**src/rtl/io_write_capture.sv**
```systemverilog
// io_write_capture
//   Passive snooper for the CPU I/O bus. Every qualifying port write is logged
//   into a show-ahead FIFO as {seq, ts, addr, data}. Consumers drain it with a
//   valid/ready handshake. Writes that arrive while the FIFO is full are counted
//   and flagged. A watchdog raises a sticky timeout after a run of idle cycles.
//
// Ports
//   clk, reset          rising-edge clock, synchronous active-high reset
//   io_data/addr/we     snooped CPU I/O bus (io_we pulses once per write)
//   enable              gates capture, timestamp counting and the watchdog
//   clear               synchronous clear, same effect as reset
//   port_mask           bit i = 1 captures writes to port i
//   wdog_limit          idle cycles before timeout; 0 disables the watchdog
//   out_valid/out_ready head-of-FIFO handshake
//   out_data/addr/ts/seq head entry fields, forced to 0 while out_valid = 0
//   level               FIFO occupancy
//   overflow            sticky, set when an entry is dropped
//   drop_count          dropped entries, saturating at 255
//   timeout             sticky watchdog expiry
module io_write_capture #(
    parameter int DATA_W = 8,
    parameter int ADDR_W = 4,
    parameter int DEPTH  = 16,
    parameter int TS_W   = 16,
    parameter int SEQ_W  = 8,
    parameter int WDOG_W = 16
) (
    input  logic                     clk,
    input  logic                     reset,
    input  logic [DATA_W-1:0]        io_data,
    input  logic [ADDR_W-1:0]        io_addr,
    input  logic                     io_we,
    input  logic                     enable,
    input  logic                     clear,
    input  logic [(2**ADDR_W)-1:0]   port_mask,
    input  logic [WDOG_W-1:0]        wdog_limit,
    output logic                     out_valid,
    input  logic                     out_ready,
    output logic [DATA_W-1:0]        out_data,
    output logic [ADDR_W-1:0]        out_addr,
    output logic [TS_W-1:0]          out_ts,
    output logic [SEQ_W-1:0]         out_seq,
    output logic [$clog2(DEPTH):0]   level,
    output logic                     overflow,
    output logic [7:0]               drop_count,
    output logic                     timeout
);

    localparam int PTR_W = $clog2(DEPTH);
    localparam int E_W   = SEQ_W + TS_W + ADDR_W + DATA_W;

    // Entry storage; contents need no reset because the pointers qualify them.
    logic [E_W-1:0]    r_mem [DEPTH];

    // Pointers carry one extra wrap bit so full and empty are distinguishable.
    logic [PTR_W:0]    r_wr_ptr;
    logic [PTR_W:0]    r_rd_ptr;

    logic [TS_W-1:0]   r_ts;
    logic [SEQ_W-1:0]  r_seq;
    logic [WDOG_W-1:0] r_idle;
    logic              r_overflow;
    logic [7:0]        r_drop;
    logic              r_timeout;

    logic              w_clr;
    logic              w_empty;
    logic              w_full;
    logic              w_qual;
    logic              w_pop;
    logic              w_push;
    logic              w_drop;
    logic [E_W-1:0]    w_head;

    assign w_clr   = reset | clear;
    assign w_empty = (r_wr_ptr == r_rd_ptr);
    assign w_full  = (r_wr_ptr[PTR_W] != r_rd_ptr[PTR_W]) &&
                     (r_wr_ptr[PTR_W-1:0] == r_rd_ptr[PTR_W-1:0]);

    assign w_qual  = enable & io_we & port_mask[io_addr];
    assign w_pop   = ~w_empty & out_ready;
    // A pop in the same cycle frees the slot, so a full FIFO still accepts.
    assign w_push  = w_qual & (~w_full | w_pop);
    assign w_drop  = w_qual & w_full & ~w_pop;

    assign w_head  = r_mem[r_rd_ptr[PTR_W-1:0]];

    // Head presentation: outputs are zeroed whenever nothing is valid.
    always_comb begin
        out_valid = ~w_empty;
        out_seq   = '0;
        out_ts    = '0;
        out_addr  = '0;
        out_data  = '0;
        if (!w_empty) begin
            {out_seq, out_ts, out_addr, out_data} = w_head;
        end
    end

    assign level      = r_wr_ptr - r_rd_ptr;
    assign overflow   = r_overflow;
    assign drop_count = r_drop;
    assign timeout    = r_timeout;

    // Storage write. Gated by clear/reset so a write coinciding with them is lost.
    always_ff @(posedge clk) begin
        if (w_push && !w_clr) begin
            r_mem[r_wr_ptr[PTR_W-1:0]] <= {r_seq, r_ts, io_addr, io_data};
        end
    end

    // FIFO pointers.
    always_ff @(posedge clk) begin
        if (w_clr) begin
            r_wr_ptr <= '0;
            r_rd_ptr <= '0;
        end else begin
            if (w_push) r_wr_ptr <= r_wr_ptr + (PTR_W+1)'(1);
            if (w_pop)  r_rd_ptr <= r_rd_ptr + (PTR_W+1)'(1);
        end
    end

    // Timestamp and sequence counters. seq advances on dropped writes too,
    // so gaps in out_seq expose losses to the consumer.
    always_ff @(posedge clk) begin
        if (w_clr) begin
            r_ts  <= '0;
            r_seq <= '0;
        end else begin
            if (enable) r_ts  <= r_ts + TS_W'(1);
            if (w_qual) r_seq <= r_seq + SEQ_W'(1);
        end
    end

    // Overflow accounting.
    always_ff @(posedge clk) begin
        if (w_clr) begin
            r_overflow <= 1'b0;
            r_drop     <= '0;
        end else if (w_drop) begin
            r_overflow <= 1'b1;
            if (r_drop != 8'hFF) r_drop <= r_drop + 8'd1;
        end
    end

    // Idle watchdog. The counter saturates at the limit; timeout latches on
    // the edge after the counter has reached it.
    always_ff @(posedge clk) begin
        if (w_clr) begin
            r_idle    <= '0;
            r_timeout <= 1'b0;
        end else begin
            if (w_qual) begin
                r_idle <= '0;
            end else if (enable && (wdog_limit != '0) && (r_idle < wdog_limit)) begin
                r_idle <= r_idle + WDOG_W'(1);
            end
            if ((wdog_limit != '0) && (r_idle >= wdog_limit)) begin
                r_timeout <= 1'b1;
            end
        end
    end

endmodule

```
**config.mk**
```make
export PLATFORM = sky130hd
export DESIGN_NAME = io_write_capture
export DESIGN_NICKNAME = d
export VERILOG_FILES = /design/src/rtl/io_write_capture.sv
export SDC_FILE = /design/constraint.sdc
export NUM_CORES = 1
export LEC_CHECK = 0
export CAP_MARGIN = 20
export CORE_ASPECT_RATIO = 1.1
export CORE_MARGIN = 8
export CORE_UTILIZATION = 30
export CTS_CLUSTER_DIAMETER = 150
export DETAILED_ROUTE_END_ITERATION = 8
export PLACE_DENSITY = 0.54
export SLEW_MARGIN = 25
export SYNTH_ARGS = -nofsm -noshare
export SYNTH_HDL_FRONTEND = slang
export SYNTH_SLANG_ARGS = --single-unit
export TNS_END_PERCENT = 5
```
**constraint.sdc**
```tcl
create_clock -name clk -period 8.2 [get_ports clk]
set_clock_uncertainty 0.05 [all_clocks]
set_input_delay 1.64 -clock clk [delete_from_list [all_inputs] [get_ports clk]]
set_output_delay 1.64 -clock clk [all_outputs]
set_load 0.02 [all_outputs]
```
==> metrics.md <==
| Metric | Value |
|---|---|
| Reg2reg setup slack | `4.57 ns` |
| Reg-to-reg startpoint | `r_wr_ptr[2]` |
| Area leader, netlist | `edfxtp_1` |
| Grt ovf | `0` |
| Worst Hold Path EP | `timeout` |
| Sink Count | `640` |
| Crit-path cells | `buf_12, mux4_2, mux4_2, nor2b_1, clkdlybuf4s50_1` |
| Max-slew violations | `0` |
| Post-DRT Antenna Nets | `0` |
| Via count | `12.3k` |
| Crit path kind | `reg -> out` |
| Hold_buf cts | `0` |
| Initial antenna violation count | `1` |
| Min-Delay Path Class | `reg -> reg` |
| Initial core utilization | `30.3%` |
| Peak Freq | `191 MHz` |
| H-tree depth | `3` |
| Tmin final | `5.24 ns` |
| Share of cells above drive strength 1 | `23.4%` |
| Synth warnings | `0` |
| Fin area | `0.0303 sq mm` |
| Cell Rows | `112` |
| Root buffer cell | `clkbuf_16` |
| Port bufs | `101` |
| Final worst path period share | `63.9%` |
| Top cells by area, synth | `edfxtp_1 (67%), mux4_2 (16%), dfxtp_1 (5.0%)` |
| WP data required | `6.51 ns` |
| Largest net degree at the start of global routing | `145` |
| Top FF cell, synth | `edfxtp_1` |
| Cell variety after synth | `53` |
| Fill count | `7829` |
| Setup Viol. Count Final | `0` |
| Drt first pass iters | `5` |
| Synth Net Count | `1355` |
| CP Max Fanout | `98` |
| Critical Path Most Common Cell | `mux4_2` |
| Gr usage total | `12.0%` |
| Post-cts repair resize count | `0` |
| Detailed Place HPWL | `33200 um` |
| Placer Congestion | `0.748` |
| Clock-pin slew on the worst setup and hold paths | `0.06 ns` |
| CP bufs+invs | `2` |
| DRC Markers | `0` |
| CTS tree | `built` |
| Status | `complete, no violations` |
| Maximum VDD drop | `0.106 mV` |
| Slew headroom | `34.1%` |
| Seq cells post-synth | `640` |
| Area after DPL | `0.0280 sq mm` |
| First-pass GRT wire length | `86400 um` |
| Hold wc startpoint | `timeout` |
| Fin nets | `1492` |
| RSZ-0062 raised after global routing | `false` |
| Routed vias/inst | `4.72` |
| Critical Path Source Type | `flip-flop` |
| Setup Buffers After CTS | `0` |
| Register Area | `0.0186 sq mm` |
| Die span in x | `295 um` |
| Multi-input gate area | `0.00669 sq mm` |
| Final hold violations | `0` |
| Clk buf depth | `3` |
| EDFF count, synth | `576` |
| Die area | `0.0952 sq mm` |
| Top-area cell type share of the netlist area | `67.4%` |
| Cell class contributing the biggest share of worst-path delay | `multiplexers` |
| Actual slew at the worst max-slew pin | `0.988 ns` |
| Core area | `0.0848 sq mm` |
| Vias in the first global route | `13.4k` |
| Worst Hold Path Cells | `1` |
| IO Pins | `102` |
| Worst-Skew Late Latency | `0.59 ns` |
| DR iter-0 viols | `942` |
| Die Ht | `323 um` |
| PwrDens | `222 mW/mm^2` |
| Mapped cell area | `0.0257 sq mm` |
| CP endpoint kind | `output port` |
| Max cap viols | `0` |
| Area grow syn2layout | `18.0%` |
| Avg WL per Cell | `21.9 um` |
| Routed WL | `57200 um` |
| Reg2reg path depth | `7` |
| Worst r2r dst | `r_mem[12][26]` |
| Cts bufs inserted | `70` |
| Sequential area share after synthesis | `72.4%` |
| Asr flop ratio synth | `0%` |
| Leakage | `0.00928 uW` |
| TNS Setup | `0 ns` |
| Ant. Diodes | `0` |
| Crit path largest cell delay | `0.63 ns` |
| Gate count of the mapped netlist | `1275` |
| Arrival @ worst endpoint | `3.55 ns` |
| Syn avg cell area | `20.1 sq um` |
| Worst path slowest cell | `mux4_2` |
## cell usage after synthesis (2+ instances only)
library cell,n
nand2_1,25
buf_2,17
nor4b_4,2
dfxtp_1,64
edfxtp_1,576
a22o_1,2
nor2_1,49
nor2b_1,39
buf_6,10
a211oi_2,2
mux2i_1,8
inv_1,35
a21oi_1,26
mux4_2,181
clkbuf_1,21
nand4_1,13
nor3_1,4
buf_1,8
xnor2_1,26
a21o_1,3
ha_1,29
a2bb2oi_2,2
and3_1,6
and2_1,18
o21ai_0,15
nor4_1,10
or3_1,13
or4_1,6
xor2_1,15
nand3_1,18
o31ai_1,5
and4_1,2
nor4_4,4
nand3_2,2
## sequential cells by signal, indices dropped and copies added, names as in the netlist, named ones only
name	count
drop_count	8
overflow	1
r_idle	16
r_mem	576
r_rd_ptr	5
r_seq	8
r_ts	16
r_wr_ptr	5
timeout	1
## logic make-up after synthesis
| group | Yosys count | synth area share, % |
|---|---|---|
| AO/OA/AOI/OAI | 61 | 1.58 |
| XOR/XNOR | 41 | 1.40 |
| adder cells (fa/ha/maj) | 30 | 1.49 |
| buffers and inverters | 92 | 1.73 |
| flip-flops | 640 | 72.4 |
| multiplexers | 190 | 16.3 |
| AND/OR/NAND/NOR | 221 | 5.15 |
## area by class of cell
class / instances / share of cell area, %
multi-input combinational: 543 / 22.1
tap: 1140 / 4.71
clock buffer: 93 / 6.31
sequential: 640 / 61.4
inverter: 35 / 0.434
clock inverter: 35 / 1.12
timing repair buffer: 122 / 3.95
## cells in the final DEF (no fill, tap or decap), drive strengths merged, types with 6 or more instances in the layout
master           n
nand4           13
clkbuf          93
a21oi           26
and3             6
inv             39
xor2            15
xnor2           26
dfxtp           64
mux4           182
nor4            15
nand2           27
mux2i            8
nor2b           39
ha              29
or4              6
clkdlybuf4s50  101
nor2            49
edfxtp         576
nand3           20
clkinv          25
buf             21
and2            18
o21ai           15
or3             13
## through the flow
stage / hold slack, ns / instances / setup WS (ns) / total power, uW / util, %
global route: 0.460 / 2608 / 2.73 / 6930 / 35.7
detailed placement: 0.419 / 2480 / 2.29 / 3720 / 33.1
global placement: 0.425 / 2480 / 2.44 / 3720 / 33.1
CTS: 0.446 / 2608 / 2.75 / 6800 / 35.7
finish: 0.442 / 2608 / 2.96 / 6720 / 35.7
floorplan: 0.404 / 1275 / 1.42 / 3660 / -
## how the worst max path moves through the flow
| stage | start | end | cells after the start |
|---|---|---|---|
| after floorplan | io_addr[2] | r_mem[15][0] | 7 |
| after global placement | io_addr[0] | r_mem[13][0] | 8 |
| after detailed placement | io_addr[0] | r_mem[12][21] | 8 |
| after CTS | flip-flop | out_ts[2] | 5 |
| after global routing | flip-flop | out_ts[7] | 5 |
| final | flip-flop | out_data[7] | 5 |
## layer usage
metal	track usage [%]	vias to the layer above	share of wire (%)
met5	0	-	0.023
met2	20.1	285	50
met3	2.87	58	6.0
li1	-	5460	-
met1	15.4	6516	43
met4	3.61	2	1.7
## power breakdown
part | internal (uW) | leakage, uW | switching, uW
registers | 3520 | 0.00584 | 4.41
logic | 54.4 | 0.00234 | 70.6
clock network | 1810 | 0.00110 | 1260
total | 5390 | 0.00928 | 1330
(Power assumes the default switching activity.)
